==> src/rtl/reaction_pkg.sv <==
// Shared types and constants for the reaction-time game sequencer.
// Optional feature macro used by the top: REACTION_BEST_TIME_EN (best-time register).
package reaction_pkg;

  localparam int STATE_W = 3;
  localparam int TIME_W  = 14;

  localparam logic [15:0]       LFSR_SEED  = 16'hACE1;
  localparam logic [TIME_W-1:0] BEST_RESET = 14'h3FFF;

  typedef enum logic [STATE_W-1:0] {
    IDLE  = 3'd0,
    ARMED = 3'd1,
    GO    = 3'd2,
    DONE  = 3'd3,
    ERROR = 3'd4
  } state_e;

  // One step of the 16-bit Fibonacci LFSR, taps 16,14,13,11.
  // Shifting a non-zero state never produces all-zero, so no lock-up guard is needed.
  function automatic logic [15:0] lfsr_next(input logic [15:0] s);
    return {s[14:0], s[15] ^ s[13] ^ s[12] ^ s[10]};
  endfunction

endpackage

==> src/rtl/reaction_ms_tick.sv <==
// Millisecond prescaler: counts 0..TICKS_PER_MS-1 and flags the wrap cycle.
// A clear restarts the count so the next tick lands exactly TICKS_PER_MS cycles later.
module reaction_ms_tick #(
  parameter int TICKS_PER_MS = 10000
) (
  input  logic clk,
  input  logic rst_n,
  input  logic clr,
  output logic tick
);

  localparam int               CNT_W = (TICKS_PER_MS > 1) ? $clog2(TICKS_PER_MS) : 1;
  localparam logic [CNT_W-1:0] LAST  = CNT_W'(TICKS_PER_MS - 1);

  logic [CNT_W-1:0] r_cnt;

  // Free-running wrap counter, restarted by clr.
  always_ff @(posedge clk or negedge rst_n) begin
    if (!rst_n) begin
      r_cnt <= '0;
    end else if (clr) begin
      r_cnt <= '0;
    end else if (r_cnt == LAST) begin
      r_cnt <= '0;
    end else begin
      r_cnt <= r_cnt + CNT_W'(1);
    end
  end

  assign tick = (r_cnt == LAST);

endmodule

==> src/rtl/reaction_test_ctrl.sv <==
// Reaction-time game sequencer: button synchronisers, LFSR pre-delay, GO LED,
// millisecond reaction counter with timeout, early-press error.
// Optional feature macro: REACTION_BEST_TIME_EN keeps the lowest valid time in best_ms;
// without it best_ms is tied to BEST_RESET.
module reaction_test_ctrl
  import reaction_pkg::*;
#(
  parameter int TICKS_PER_MS = 10000,
  parameter int MIN_DELAY_MS = 1000,
  parameter int RAND_BITS    = 11,
  parameter int MAX_MS       = 9999
) (
  input  logic               clk,
  input  logic               rst_n,
  input  logic               start_btn,
  input  logic               react_btn,
  output logic               led,
  output logic [TIME_W-1:0]  elapsed_ms,
  output logic [STATE_W-1:0] state_out,
  output logic               start_timer,
  output logic               stop_timer,
  output logic               done,
  output logic               show_error,
  output logic [TIME_W-1:0]  best_ms
);

  // Delay counter must hold at least RAND_BITS+1 / 11 bits and the largest possible delay.
  localparam int DLY_BASE_W = (RAND_BITS + 1 > 11) ? RAND_BITS + 1 : 11;
  localparam int DLY_SUM_W  = $clog2(MIN_DELAY_MS + (1 << RAND_BITS));
  localparam int DLY_W      = (DLY_SUM_W > DLY_BASE_W) ? DLY_SUM_W : DLY_BASE_W;

  localparam logic [TIME_W-1:0] MAX_T = TIME_W'(MAX_MS);

  logic r_start_s1, r_start_s2, r_start_prev;
  logic r_react_s1, r_react_s2, r_react_prev;
  logic [15:0] r_lfsr;
  state_e r_state;
  logic [DLY_W-1:0]  r_delay;
  logic [TIME_W-1:0] r_elapsed;
  logic r_led, r_start_timer, r_stop_timer, r_done, r_err;

  logic w_start_edge, w_react_edge, w_tick, w_clr;
  logic w_arm_now, w_go_now;
  logic [DLY_W-1:0] w_new_delay;

  // Two-flop synchronisers plus a history flop for rising-edge detection.
  always_ff @(posedge clk or negedge rst_n) begin
    if (!rst_n) begin
      r_start_s1   <= 1'b0;
      r_start_s2   <= 1'b0;
      r_start_prev <= 1'b0;
      r_react_s1   <= 1'b0;
      r_react_s2   <= 1'b0;
      r_react_prev <= 1'b0;
    end else begin
      r_start_s1   <= start_btn;
      r_start_s2   <= r_start_s1;
      r_start_prev <= r_start_s2;
      r_react_s1   <= react_btn;
      r_react_s2   <= r_react_s1;
      r_react_prev <= r_react_s2;
    end
  end

  assign w_start_edge = r_start_s2 & ~r_start_prev;
  assign w_react_edge = r_react_s2 & ~r_react_prev;

  // Pseudo-random source for the pre-GO delay, stepping every cycle.
  always_ff @(posedge clk or negedge rst_n) begin
    if (!rst_n) begin
      r_lfsr <= LFSR_SEED;
    end else begin
      r_lfsr <= lfsr_next(r_lfsr);
    end
  end

  assign w_new_delay = DLY_W'(MIN_DELAY_MS) + DLY_W'(r_lfsr[RAND_BITS-1:0]);

  // Decode the two transitions that restart the millisecond prescaler.
  // GO is entered on the tick that would take the delay to zero, so the wait is exactly delay ms.
  always_comb begin
    w_arm_now = 1'b0;
    w_go_now  = 1'b0;
    case (r_state)
      IDLE, DONE, ERROR: w_arm_now = w_start_edge;
      ARMED: w_go_now = !w_react_edge &&
                        ((r_delay == '0) || (w_tick && (r_delay == DLY_W'(1))));
      default: w_arm_now = 1'b0;
    endcase
  end

  assign w_clr = w_arm_now | w_go_now;

  reaction_ms_tick #(
    .TICKS_PER_MS (TICKS_PER_MS)
  ) u_ms_tick (
    .clk   (clk),
    .rst_n (rst_n),
    .clr   (w_clr),
    .tick  (w_tick)
  );

  // Game FSM with all status outputs registered alongside the state.
  always_ff @(posedge clk or negedge rst_n) begin
    if (!rst_n) begin
      r_state       <= IDLE;
      r_delay       <= '0;
      r_elapsed     <= '0;
      r_led         <= 1'b0;
      r_start_timer <= 1'b0;
      r_stop_timer  <= 1'b0;
      r_done        <= 1'b0;
      r_err         <= 1'b0;
    end else begin
      r_start_timer <= 1'b0;
      r_stop_timer  <= 1'b0;
      case (r_state)
        IDLE, DONE, ERROR: begin
          if (w_arm_now) begin
            r_state   <= ARMED;
            r_delay   <= w_new_delay;
            r_elapsed <= '0;
            r_led     <= 1'b0;
            r_done    <= 1'b0;
            r_err     <= 1'b0;
          end
        end
        ARMED: begin
          if (w_react_edge) begin
            r_state   <= ERROR;
            r_err     <= 1'b1;
            r_elapsed <= '0;
          end else if (w_go_now) begin
            r_state       <= GO;
            r_led         <= 1'b1;
            r_start_timer <= 1'b1;
            r_elapsed     <= '0;
          end else if (w_tick) begin
            r_delay <= r_delay - DLY_W'(1);
          end
        end
        GO: begin
          if (w_react_edge) begin
            r_state      <= DONE;
            r_led        <= 1'b0;
            r_done       <= 1'b1;
            r_stop_timer <= 1'b1;
          end else if (w_tick) begin
            if ((r_elapsed + TIME_W'(1)) >= MAX_T) begin
              r_elapsed    <= MAX_T;
              r_state      <= DONE;
              r_led        <= 1'b0;
              r_done       <= 1'b1;
              r_stop_timer <= 1'b1;
            end else begin
              r_elapsed <= r_elapsed + TIME_W'(1);
            end
          end
        end
        default: begin
          r_state   <= IDLE;
          r_delay   <= '0;
          r_elapsed <= '0;
          r_led     <= 1'b0;
          r_done    <= 1'b0;
          r_err     <= 1'b0;
        end
      endcase
    end
  end

`ifdef REACTION_BEST_TIME_EN
  logic [TIME_W-1:0] r_best;

  // Keep the lowest react-terminated time; timeouts never count.
  always_ff @(posedge clk or negedge rst_n) begin
    if (!rst_n) begin
      r_best <= BEST_RESET;
    end else if ((r_state == GO) && w_react_edge && (r_elapsed < r_best)) begin
      r_best <= r_elapsed;
    end
  end

  assign best_ms = r_best;
`else
  assign best_ms = BEST_RESET;
`endif

  assign led         = r_led;
  assign elapsed_ms  = r_elapsed;
  assign state_out   = r_state;
  assign start_timer = r_start_timer;
  assign stop_timer  = r_stop_timer;
  assign done        = r_done;
  assign show_error  = r_err;

endmodule

==> config.mk <==
export PLATFORM = sky130hd
export DESIGN_NAME = reaction_test_ctrl
export DESIGN_NICKNAME = d
export VERILOG_FILES = /design/src/rtl/reaction_pkg.sv /design/src/rtl/reaction_ms_tick.sv /design/src/rtl/reaction_test_ctrl.sv
export SDC_FILE = /design/constraint.sdc
export NUM_CORES = 1
export LEC_CHECK = 0
export BUFFER_PORTS_ARGS = -buffer_cell sky130_fd_sc_hd__buf_2
export CAP_MARGIN = 20
export CORE_MARGIN = 3
export CORE_UTILIZATION = 61
export CTS_BUF_LIST = sky130_fd_sc_hd__clkbuf_4 sky130_fd_sc_hd__clkbuf_8
export CTS_CLUSTER_DIAMETER = 80
export DETAILED_ROUTE_END_ITERATION = 16
export HOLD_SLACK_MARGIN = 0.06
export PLACE_DENSITY = 0.82
export SLEW_MARGIN = 20
export SYNTH_ARGS = -nofsm -noshare
export SYNTH_HDL_FRONTEND = slang
export SYNTH_HIERARCHICAL = 1
export SYNTH_SLANG_ARGS = --single-unit
==> constraint.sdc <==
create_clock -name clk -period 3.69 [get_ports clk]
set_input_delay 0.369 -clock clk [delete_from_list [all_inputs] [get_ports clk]]
set_output_delay 0.369 -clock clk [all_outputs]
set_load 0.01 [all_outputs]
# ---- Word level (Yosys, flattened, before mapping)
# Index checks and enable logic that the tools add are counted.
dict set report totals {
  reg_bits 70
  word_cells 104
}
dict set report op_classes {
  eq_ne 17
  n_reduce_logical 13
  bitwise 10
  n_addsub 4
  mux 43
  n_lt_le_gt_ge 1
}
# cell count
set op_table {}
lappend op_table {{$mux W14} 8}
lappend op_table {{$mux W12} 4}
lappend op_table {{$pmux W14 S3} 1}
lappend op_table {{$pmux W12 S3} 1}
lappend op_table {{$add A14 B1 Y14 const B} 2}
lappend op_table {{$mux W1} 19}
lappend op_table {{$mux W3} 6}
lappend op_table {{$ne A2 B2 Y1 const B} 8}
lappend op_table {{$eq A14 B14 Y1 const B} 1}
lappend op_table {{$ge A14 B14 Y1 const B} 1}
lappend op_table {{$add A10 B11 Y12 const A} 1}
lappend op_table {{$eq A12 B1 Y1 const B} 1}
lappend op_table {{$logic_not A12 Y1} 1}
lappend op_table {{$reduce_and A4 Y1} 3}
lappend op_table {{$sub A12 B1 Y12 const B} 1}
lappend op_table {{$reduce_and A5 Y1} 2}
lappend op_table {{$ne A3 B3 Y1 const B} 3}
lappend op_table {{$pmux W1 S3} 3}
lappend op_table {{$pmux W3 S3} 1}
lappend op_table {{$eq A3 B2 Y1 const B} 2}
lappend op_table {{$not A1 Y1} 4}
lappend op_table {{$eq A3 B1 Y1 const B} 1}
lappend op_table {{$eq A3 B3 Y1 const B} 1}
lappend op_table {{$logic_not A3 Y1} 1}
lappend op_table {{8 further kinds} 12}

# ---- Depth between registers and ports, before layout
# Gate-level depths: netlist of run 1.
dict set report depth {
  ltp_word 8
  depth_mapped 11
}

# ---- Modules after synthesis
# The synthesis of run 1 kept the hierarchy.
# mod area_each_um2 cells_each instances
set by_module_without_submodules {}
lappend by_module_without_submodules {reaction_test_ctrl 3161.8 325 1}
lappend by_module_without_submodules {reaction_ms_tick 680.7 70 1}

# ---- Worst setup path after synthesis of run 1
# OpenSTA, ideal clock, no wires.
dict set report synth_path {
  kind {register -> register}
  start {register u_ms_tick.r_cnt[7]}
  end {register r_elapsed[11] (netlist: elapsed_ms[11])}
  path_stages_with_launch 10
  setup_ps 103
  required_ps 3587
  path_buffers 1
  synth_period_minus_slack_ps 2948
  t_arrival_ps 2845
  setup_slack_ps 742
  cell_sequence {dfrtp_1 > or4b_1 > nor4_2 > a21oi_1 > nor4b_4 > a21oi_2 > a221o_2 > buf_6 > or2_4 > o41ai_2}
}
dict set report synth_via {
  elab_chain_len 7
  elab_cells_between_ends 8
}
# item line
set synth_rtl {}
lappend synth_rtl {{start, declared} reaction_ms_tick.sv:15} ;# logic [CNT_W-1:0] r_cnt;
lappend synth_rtl {{start signal, assigned} reaction_ms_tick.sv:26} ;# r_cnt <= r_cnt + CNT_W'(1);
lappend synth_rtl {{$eq A14 B14 Y1 (*)} reaction_ms_tick.sv:30} ;# assign tick = (r_cnt == LAST);
lappend synth_rtl {{named net w_tick} reaction_test_ctrl.sv:42} ;# logic w_start_edge, w_react_edge, w_tick, w_clr;
lappend synth_rtl {{$logic_and A1 B1 Y1} reaction_test_ctrl.sv:87} ;# ((r_delay == '0) || (w_tick && (r_delay == DLY_W'(1))));
lappend synth_rtl {{$logic_or A1 B1 Y1} reaction_test_ctrl.sv:87}
lappend synth_rtl {{$logic_and A1 B1 Y1} reaction_test_ctrl.sv:86} ;# ARMED: w_go_now = !w_react_edge &&
lappend synth_rtl {{$mux W1} reaction_test_ctrl.sv:84} ;# case (r_state)
lappend synth_rtl {{$ne A3 B3 Y1 (no line)} --}
lappend synth_rtl {{$reduce_and A4 Y1 (no line) (*)} --}
lappend synth_rtl {{end signal, assigned} reaction_test_ctrl.sv:156} ;# r_elapsed <= r_elapsed + TIME_W'(1);
lappend synth_rtl {{end, declared} reaction_test_ctrl.sv:39} ;# logic [TIME_W-1:0] r_elapsed;
# The timed path passes the listed nets; every way through them passes the cells marked *.
# A chain may end at the register's enable or synchronous reset.

# ---- Final worst setup path of run 1
dict set report layout_path {
  start {register u_ms_tick.r_cnt[7]}
  end {register r_elapsed[6] (netlist: elapsed_ms[6])}
}
# Same word-level chain as after synthesis.

==> results of run 1 <==
==> placed cells by master (no fill, tap or decap), types with 4 or more instances in the layout <==
cell type	synthesis	routed
sky130_fd_sc_hd__ha_1	7	7
sky130_fd_sc_hd__buf_4	15	4
sky130_fd_sc_hd__nand2_1	23	23
sky130_fd_sc_hd__nor3_1	10	10
sky130_fd_sc_hd__inv_1	14	14
sky130_fd_sc_hd__nor2_1	48	48
sky130_fd_sc_hd__o21ai_0	26	26
sky130_fd_sc_hd__a31oi_1	8	8
sky130_fd_sc_hd__nand4_1	6	6
sky130_fd_sc_hd__dfstp_2	8	8
sky130_fd_sc_hd__xnor2_1	15	15
sky130_fd_sc_hd__a211oi_1	4	4
sky130_fd_sc_hd__xor2_1	9	9
sky130_fd_sc_hd__or3_1	6	6
sky130_fd_sc_hd__or4_1	4	4
sky130_fd_sc_hd__o21ai_1	5	5
sky130_fd_sc_hd__a21oi_1	27	27
sky130_fd_sc_hd__dfrtp_1	62	62
sky130_fd_sc_hd__buf_2	2	24
sky130_fd_sc_hd__nor4_1	4	4
sky130_fd_sc_hd__conb_1	1	14
sky130_fd_sc_hd__clkbuf_8	2	9
sky130_fd_sc_hd__nand3_1	11	11
sky130_fd_sc_hd__nor2b_1	4	4
==> state kept, by name (all words and copies together), names as in the netlist, 3 cells and up <==
signal,flops
r_delay,12
u_ms_tick/r_cnt,14
state_out,3
elapsed_ms,14
r_lfsr,16
==> worst max-delay path, delay by kind of cell, from the launching register on <==
kind | cells | cell delay (ps)
and+or+nand+nor | 4 | 1560
AOI/OAI and AO/OA | 5 | 1080
DFF | 1 | 420
==> cell families (layout without fill, tap and decap cells) <==
logic type	after synthesis	in the layout	synth area share, %
flip-flops	70	70	45.8
AO/OA/AOI/OAI	110	110	19.0
other	1	14	0.0976
adder cells (fa/ha/maj)	7	7	2.28
XOR/XNOR	24	24	5.47
buffers and inverters	45	59	7.62
AND/OR/NAND/NOR	138	138	19.7
==> metal layers <==
layer / global-route usage [%] / vias to the layer above / part of all wire (%) / routed length [µm]
met3: 4.27 / 15 / 6.5 / 515
met5: 0 / - / 0 / 0
met1: 30.8 / 1460 / 44 / 3500
met4: 9.64 / 0 / 1.4 / 111
li1: - / 1448 / - / -
met2: 36.9 / 114 / 48 / 3800
==> final timing paths <==
kind | from | to | slack [ps] | cells past startpoint
worst max-delay path | u_ms_tick/r_cnt[7] | elapsed_ms[6] | 570 | 9
worst min-delay path | start_btn | r_start_s1 | 110 | 1
worst max register to register | u_ms_tick/r_cnt[7] | elapsed_ms[6] | 570 | 9
worst min register to register | r_react_s1 | r_react_s2 | 350 | 0
max in group asynchronous | rst_n | r_lfsr[11] | 2330 | 3
min in group asynchronous | rst_n | r_start_prev | 560 | 2
==> through the flow <==
| step | util [%] | hold slack (ps) | cells | area, µm² | total power, W |
|---|---|---|---|---|---|
| after floorplan | - | 73.4 | 408 | 3890 | 0.00156 |
| after global placement | 64.6 | 334 | 480 | 3890 | 0.00167 |
| after detailed placement | 64.6 | 336 | 480 | 3890 | 0.00169 |
| after CTS | 67.9 | 100 | 496 | 4090 | 0.00233 |
| after global routing | 68.1 | 92.1 | 497 | 4100 | 0.00249 |
| final | 68.1 | 115 | 497 | 4100 | 0.00233 |
==> report_power, final <==
group | internal (W) | switching [W] | total [W]
sequential | 0.000869 | 0.000128 | 0.000997
combinational | 0.000248 | 0.000454 | 0.000702
clock | 0.000329 | 0.000301 | 0.000629
==> final cells by class <==
class                           instances  area, µm²
Timing Repair Buffer                   29        160
Clock buffer                           11        139
Inverter                               14       52.6
Fill cell                             472       1920
Sequential cell                        70       1760
Multi-Input combinational cell        293       1840
Tap cell                               75       93.8
Clock inverter                          5       58.8
==> metrics.yaml, run 1 <==
cp_common_cell: "sky130_fd_sc_hd__a21oi_1"
final_layout_size_suffix_gt1_share_pct: 18.0
avgRoutedWirePerCell_um: 15.9
synth-warning-count: 6
detail_route.first_pass.iterations: 5
worst-slew-pin-transition_ps: 674
detail-route-antenna-nets: 0
drtIter0Drc: 241
status: "finished clean"
p_leak_nw: 1.82
rsz_0062_raised_after_global_routing: "false"
critical_path_peak_fanout: 23
clock_tree_from_tritoncts: "done"
globalRouteTotalUtil_pct: 23.0
yosysUniqueCellTypes: 72
cp_data_arrival_time_ps: 3410
area_growth_pct: 6.77
total_negative_slack_ps: 0
maxClockFrequency_ghz: 0.321
synth.top_cells.by_area: "sky130_fd_sc_hd__dfrtp_1, sky130_fd_sc_hd__dfstp_2, sky130_fd_sc_hd__nor2_1"
crit_path_top_delay_cell: "sky130_fd_sc_hd__a221o_2"
dominant_cell_type_by_area_after_synthesis: "sky130_fd_sc_hd__dfrtp_1"
clock-root-buffer: "sky130_fd_sc_hd__clkbuf_8"
post_drt_via_cell_ratio: 6.11
vdd_ir_drop_max_mv: 0.395
postSynthRegisterBits: 70
detailedPlacementHpwl_um: 5310
powerDensity_mw_per_mm2: 568
core_mm2: 0.00603
end_kind: "register"
h-tree-depth: 3
period_needed_ps: 3120
cts_hold_buf: 0
ys.flop_type: "sky130_fd_sc_hd__dfrtp_1"
first_global_vias: 2847
setup_ws_ps: 573
holdCritPathClass: "primary input to register"
clk_latency_ps: 350
num_rows: 28
fp.dieH_um: 85.4
relSlewSlack_pct: 55.1
synth.top_cells.by_count: "sky130_fd_sc_hd__dfrtp_1, sky130_fd_sc_hd__nor2_1, sky130_fd_sc_hd__a21oi_1"
largest_net_degree_at_the_start_of_global_routing: 48
drc: 0
worst_path_largest_cell_delay_ps: 550
initial_core_util_pct: 63.8
synth_most_common_cell: "sky130_fd_sc_hd__dfrtp_1"
synth_area_mm2: 0.00384
layout.nets: 428
io_pins: 40
post-place-ws_ps: 597
finalWirelength_um: 7930
post-cts-setup-buffers: 0
globalRoute.totalOverflow: 0
ordered_list_of_cells_on_the_worst_path: "or4b_1 > nor4_2 > a21oi_1 > nor4b_4 > a21oi_2 > a221o_2 > or3_1 > a21oi_1 > a21o_1"
ys_async_sr_fraction_pct: 100
numCtsBuffers: 9
clk_transition_reported_paths_ps: 80
worstPathRequired_ps: 3990
setup.worst_path.start_class: "register"
floorplan.die_area_mm2: 0.00729
synthesis.area_per_instance_um2: 9.73
ys_seq_area_share_pct: 45.8
cts_sinks: 70
number_of_pins_exceeding_their_max_slew_limit_in_the_final_report: 0
floorplan.die.width_um: 85.4
globalplace.congestion: 0.865
setup_viol_count_final: 0
initial_antenna_violation_count: 0
antenna_diode_count: 0
num_vias: 3037
post-route-period-util_pct: 84.5
synth_enable_flop_cells: 0
cts_repair_resize_count: 0
top_area_cell_type_share_of_the_netlist_area_pct: 40.4
postSynthCellCount: 395
grt_first_pass_wirelength_um: 13400
fin_worst_skew_ps: 11.6
port_buffers: 25
cts-root-to-sink-buffers: 2
finalHoldViolCount: 0
path_class: "register to register"
max_cap_viol_count: 0
(Power assumes the default switching activity.)
==> inputs of run 2 (changes only) <==
- clock period: 3.69 -> 3.1 ns (I/O delays scaled with it)
==> metrics.yaml, run 2 (synthesis results as in run 1) <==
h-tree-depth: 3  # unchanged
total_negative_slack_ps: 0  # unchanged
globalplace.congestion: 0.832  # was 0.865
num_vias: 3143  # was 3037
avgRoutedWirePerCell_um: 16.8  # was 15.9 µm
most_common_cell_after_layout_fill_and_taps_aside: "sky130_fd_sc_hd__dfrtp_1"  # unchanged
largest_reg_flops: 16  # unchanged
largest-register: "r_lfsr"  # unchanged
numCtsBuffers: 9  # unchanged
most-common-layout-cells: "sky130_fd_sc_hd__dfrtp_1, sky130_fd_sc_hd__nor2_1, sky130_fd_sc_hd__a21oi_1"  # unchanged
relSlewSlack_pct: 68.0  # was 55.1%
cp_data_arrival_time_ps: 3290  # was 3410 ps
detailedPlacementHpwl_um: 5570  # was 5310 µm
number_of_pins_exceeding_their_max_slew_limit_in_the_final_report: 0  # unchanged
critical_path_peak_fanout: 8  # was 23
finalHoldViolCount: 0  # unchanged
end_kind: "register"  # unchanged
num_rows: 28  # unchanged
setup.worst_path.start_class: "register"  # unchanged
port_buffers: 25  # unchanged
fin_worst_skew_ps: 8.83  # was 11.6 ps
period_needed_ps: 2980  # was 3120 ps
layout.nets: 441  # was 428
antenna_diode_count: 0  # unchanged
post_drt_via_cell_ratio: 6.16  # was 6.11
holdCritPathClass: "register to register"  # was primary input to register
clk_latency_ps: 360  # was 350 ps
crit_path_top_delay_cell: "sky130_fd_sc_hd__or4b_1"  # was sky130_fd_sc_hd__a221o_2
cp_common_cell: "sky130_fd_sc_hd__a21oi_1"  # unchanged
floorplan.die.width_um: 85.4  # unchanged
globalRoute.totalOverflow: 0  # unchanged
max_cap_viol_count: 0  # unchanged
post-route-period-util_pct: 96.1  # was 84.5%
worstPathRequired_ps: 3410  # was 3990 ps
initial_antenna_violation_count: 0  # unchanged
first_global_vias: 2893  # was 2847
p_leak_nw: 1.88  # was 1.82 nW
final_layout_size_suffix_gt1_share_pct: 19.8  # was 18.0%
setup_viol_count_final: 0  # unchanged
clock-root-buffer: "sky130_fd_sc_hd__clkbuf_8"  # unchanged
detail-route-antenna-nets: 0  # unchanged
ordered_list_of_cells_on_the_worst_path: "or4b_1 > nor4_2 > a21oi_1 > nor4b_4 > a21oi_2 > a221o_2 > or3_1 > a21oi_1 > a21o_1"  # unchanged
finalWirelength_um: 8540  # was 7930 µm
worst_path_largest_cell_delay_ps: 550  # about the same
hold_ws_ps: 351  # was 115 ps
globalRouteTotalUtil_pct: 23.5  # was 23.0%
status: "finished clean"  # unchanged
cts_sinks: 70  # unchanged
finalInstanceArea_mm2: 0.00421  # was 0.00410 mm²
drtIter0Drc: 352  # was 241
rsz_0062_raised_after_global_routing: "false"  # unchanged
detail_route.first_pass.iterations: 7  # was 5
path_class: "register to register"  # unchanged
grt_first_pass_wirelength_um: 13600  # was 13400 µm
clk_transition_reported_paths_ps: 80  # about the same
vdd_ir_drop_max_mv: 0.536  # was 0.395 mV
io_pins: 40  # unchanged
powerDensity_mw_per_mm2: 685  # was 568 mW/mm²
area_growth_pct: 9.44  # was 6.77%
clock_tree_from_tritoncts: "done"  # unchanged
worst-slew-pin-transition_ps: 467  # was 674 ps
placement.cell_area_mm2: 0.00395  # was 0.00389 mm²
maxClockFrequency_ghz: 0.336  # was 0.321 GHz
cts-root-to-sink-buffers: 2  # unchanged
floorplan.die_area_mm2: 0.00729  # unchanged
core_mm2: 0.00603  # unchanged
drc: 0  # unchanged
initial_core_util_pct: 63.8  # unchanged
largest_net_degree_at_the_start_of_global_routing: 37  # was 48
fp.dieH_um: 85.4  # unchanged
## run 2: worst max-delay path: cells and delay by family, from the launching register on
| kind | cells | cell delay [ps] |
|---|---|---|
| flops | 1 | 380 |
| simple gates | 4 | 1520 |
| compound gates | 5 | 1030 |
## run 2: path summary, 6_finish.rpt
check | start | slack, ps | depth (start not counted) | end
worst max-delay path | u_ms_tick/r_cnt[7] | 120 | 9 | elapsed_ms[6]
worst min register to register | r_start_s1 | 350 | 0 | r_start_s2
worst min-delay path | r_start_s1 | 350 | 0 | r_start_s2
max in group asynchronous | rst_n | 1950 | 3 | r_lfsr[15]
worst max register to register | u_ms_tick/r_cnt[7] | 120 | 9 | elapsed_ms[6]
min in group asynchronous | rst_n | 370 | 2 | r_lfsr[3]
## run 2: layout make-up
type | instances | area (µm²)
multi-input combinational | 294 | 1850
clock buffer | 9 | 124
fill | 466 | 1820
clock inverter | 7 | 73.8
inverter | 14 | 52.6
timing repair buffer | 41 | 253
sequential | 70 | 1760
tap | 75 | 93.8
## run 2: through the flow
step | utilization, % | std cells | setup slack [ps] | total power, W
after global routing | 69.8 | 510 | 5.59 | 0.00304
after global placement | 65.6 | 488 | 183 | 0.00203
final | 69.8 | 510 | 121 | 0.00288
after floorplan | - | 408 | 152 | 0.00186
after detailed placement | 65.6 | 488 | 78.0 | 0.00206
after CTS | 69.4 | 507 | 63.6 | 0.00281
## run 2: repair_timing
| action | in CTS | in global routing |
|---|---|---|
| buffers inserted | 0 | 2 |
| setup endpoints to repair | 0 | 5 |
| hold endpoints to repair | 11 | 0 |
| resized for setup | 0 | 0 |
| hold buffers | 3 | 0 |
## run 2: report_power, final
group	total [W]	leakage (nW)	internal, W	switching [W]
sequential	0.00119	0.903	0.00103	0.000153
clock	0.000752	0.0996	0.000374	0.000378
combinational	0.000940	0.880	0.000357	0.000583
## run 2: layer usage
| layer | wire length [µm] | part of all wire [%] | global-route usage (%) |
|---|---|---|---|
| met1 | 3810 | 45 | 32.8 |
| met2 | 4010 | 47 | 36.0 |
| met3 | 556 | 6.5 | 5.15 |
| met4 | 174 | 2.0 | 8.63 |
| met5 | 0 | 0 | 0 |
==> inputs of run 3 (changes only) <==
- CORE_UTILIZATION: 61 -> 59
- CTS_BUF_LIST: sky130_fd_sc_hd__clkbuf_4 sky130_fd_sc_hd__clkbuf_8 -> default
- PLACE_DENSITY: 0.82 -> 0.8
- clock period: 3.1 -> 3 ns (I/O delays scaled with it)
==> metrics.yaml, run 3 (synthesis results as in run 1) <==
fill_cells: 479  # was 466
avgRoutedWirePerCell_um: 16.3  # was 16.8 µm
num_rows: 28  # unchanged
clk_latency_ps: 340  # was 360 ps
drtIter0Drc: 284  # was 352
clock_tree_from_tritoncts: "done"  # unchanged
antenna_diode_count: 0  # unchanged
final_layout_size_suffix_gt1_share_pct: 21.5  # was 19.8%
placement.cell_area_mm2: 0.00398  # was 0.00395 mm²
layout.nets: 444  # was 441
floorplan.die_area_mm2: 0.00752  # was 0.00729 mm²
critical_path_peak_fanout: 7  # was 8
globalRouteTotalUtil_pct: 22.9  # was 23.5%
period_needed_ps: 2880  # was 2980 ps
most_common_cell_after_layout_fill_and_taps_aside: "sky130_fd_sc_hd__dfrtp_1"  # unchanged
globalplace.congestion: 0.853  # was 0.832
globalRoute.totalOverflow: 0  # unchanged
grt_first_pass_wirelength_um: 13500  # was 13600 µm
cp_common_cell: "sky130_fd_sc_hd__a21oi_2"  # was sky130_fd_sc_hd__a21oi_1
fp.dieH_um: 86.7  # was 85.4 µm
maxClockFrequency_ghz: 0.347  # was 0.336 GHz
numCtsBuffers: 9  # unchanged
number_of_pins_exceeding_their_max_slew_limit_in_the_final_report: 0  # unchanged
max_cap_viol_count: 0  # unchanged
cp_data_arrival_time_ps: 3160  # was 3290 ps
fin_worst_skew_ps: 13.6  # was 8.83 ps
core_mm2: 0.00610  # was 0.00603 mm²
instances_no_fill: 513  # was 510
largest_net_degree_at_the_start_of_global_routing: 71  # was 37
post-route-period-util_pct: 95.9  # was 96.1%
reg2reg_slack_ps: 120  # about the same
detailedPlacementHpwl_um: 5570  # about the same
relSlewSlack_pct: 43.0  # was 68.0%
port_buffers: 25  # unchanged
crit_path_top_delay_cell: "sky130_fd_sc_hd__a221o_2"  # was sky130_fd_sc_hd__or4b_1
holdCritPathClass: "primary input to async pin"  # was register to register
end_kind: "register"  # unchanged
num_vias: 3132  # was 3143
finalWirelength_um: 8360  # was 8540 µm
cts_sinks: 70  # unchanged
status: "finished clean"  # unchanged
finalInstanceArea_mm2: 0.00424  # was 0.00421 mm²
clock-root-buffer: "sky130_fd_sc_hd__clkbuf_8"  # unchanged
p_leak_nw: 1.88  # about the same
powerDensity_mw_per_mm2: 695  # was 685 mW/mm²
setup.worst_path.start: "u_ms_tick/r_cnt[5]"  # was u_ms_tick/r_cnt[7]
floorplan.die.width_um: 86.7  # was 85.4 µm
place_inst: 491  # was 488
cts-root-to-sink-buffers: 2  # unchanged
setup_viol_count_final: 0  # unchanged
largest_reg_flops: 16  # unchanged
reg2reg_from: "u_ms_tick/r_cnt[5]"  # was u_ms_tick/r_cnt[7]
worstRegToRegCells: 9  # unchanged
post_drt_via_cell_ratio: 6.11  # was 6.16
total_negative_slack_ps: 0  # unchanged
worstPathRequired_ps: 3290  # was 3410 ps
worst_setup_path_endpoint: "elapsed_ms[6]"  # unchanged
worst_path_largest_cell_delay_ps: 460  # was 550 ps
largest-register: "r_lfsr"  # unchanged
vdd_ir_drop_max_mv: 0.446  # was 0.536 mV
worst-slew-pin-transition_ps: 855  # was 467 ps
area_growth_pct: 10.4  # was 9.44%
path_class: "register to register"  # unchanged
setup.worst_path.start_class: "register"  # unchanged
finalHoldViolCount: 0  # unchanged
ordered_list_of_cells_on_the_worst_path: "or3_4 > nor4_4 > a21oi_2 > nor4b_4 > a21oi_2 > a221o_2 > or3_1 > a21oi_1 > a21o_1"  # was or4b_1 > nor4_2 > a21oi_1 > nor4b_4 > a21oi_2 > a221o_2 > or3_1 > a21oi_1 > a21o_1
hold_ws_ps: 140  # was 351 ps
initial_core_util_pct: 63.0  # was 63.8%
drc: 0  # unchanged
most-common-layout-cells: "sky130_fd_sc_hd__dfrtp_1, sky130_fd_sc_hd__nor2_1, sky130_fd_sc_hd__a21oi_1, sky130_fd_sc_hd__o21ai_0, sky130_fd_sc_hd__buf_2"  # was sky130_fd_sc_hd__dfrtp_1, sky130_fd_sc_hd__nor2_1, sky130_fd_sc_hd__a21oi_1
io_pins: 40  # unchanged
h-tree-depth: 3  # unchanged
critical_path.reg2reg.endpoint: "elapsed_ms[6]"  # unchanged
initial_antenna_violation_count: 0  # unchanged
clk_transition_reported_paths_ps: 80  # about the same
fin_util_pct: 69.6  # was 69.8%
first_global_vias: 2899  # was 2893
detail_route.first_pass.iterations: 5  # was 7
detail-route-antenna-nets: 0  # unchanged
==> run 3: cell types whose count changed in the layout (fill, tap and decap cells not counted), sizes merged <==
cell / before / now
a221o: 2 / 1
buf: 38 / 43
clkbuf: 9 / 11
clkinv: 4 / 0
clkinvlp: 1 / 4
dlygate4sd3: 3 / 2
inv: 15 / 14
==> run 3: worst min path at each step <==
| stage | slack (ps) | from | end |
|---|---|---|---|
| global placement | 330 | r_react_s1 | r_react_s2 |
| detailed placement | 340 | r_start_s1 | r_start_s2 |
| finish | 140 | rst_n | r_start_s2 |
| CTS | 180 | rst_n | r_start_s2 |
| floorplan | 4 | rst_n | done |
| global route | 210 | rst_n | r_start_prev |
==> run 3: timing repair <==
| action | 4_1_cts | 5_1_grt |
|---|---|---|
| setup buffers | 0 | 4 |
| endpoints found under the setup margin | 1 | 24 |
| pin swaps | 1 | 4 |
| hold buffers | 2 | 0 |
| hold endpoints to repair | 2 | 0 |
| gates cloned | 0 | 0 |
| resized for setup | 0 | 6 |
==> run 3: through the flow <==
stage	power, W	setup slack, ps
2_1_floorplan	0.00192	51.6
3_3_place_gp	0.00210	153
3_5_place_dp	0.00213	10.7
4_1_cts	0.00288	25.1
5_1_grt	0.00314	-30.4
6_report	0.00295	122
==> run 3: metal layers <==
layer | track usage, % | part of all wire, % | up-vias | wire [µm]
li1 | - | - | 1471 | -
met1 | 31.5 | 45 | 1520 | 3740
met2 | 35.3 | 47 | 125 | 3910
met3 | 5.32 | 7.1 | 16 | 593
met4 | 8.50 | 1.4 | 0 | 116
met5 | 0 | 0 | - | 0
==> run 3: critical path: cells and delay by family, from the launching register on <==
kind,cells,cell delay (ps)
simple gates,4,1420
flops,1,450
compound gates,5,960
==> run 3: cell type report <==
class	instances	area [µm²]	area share [%]
flip-flops and latches	70	1760	41.6
clock inverters	5	60.1	1.42
multi-input cells	293	1860	43.9
inverters	14	52.6	1.24
repair buffers	45	278	6.55
well taps	75	93.8	2.21
clock buffers	11	131	3.10
==> run 3: power by group <==
| group | switching (W) | leakage [nW] | total, W | internal [W] |
|---|---|---|---|---|
| Clock | 0.000364 | 0.0818 | 0.000749 | 0.000384 |
| Sequential | 0.000154 | 0.901 | 0.00122 | 0.00107 |
| Combinational | 0.000600 | 0.901 | 0.000977 | 0.000376 |
| Total | 0.00112 | 1.88 | 0.00295 | 0.00183 |
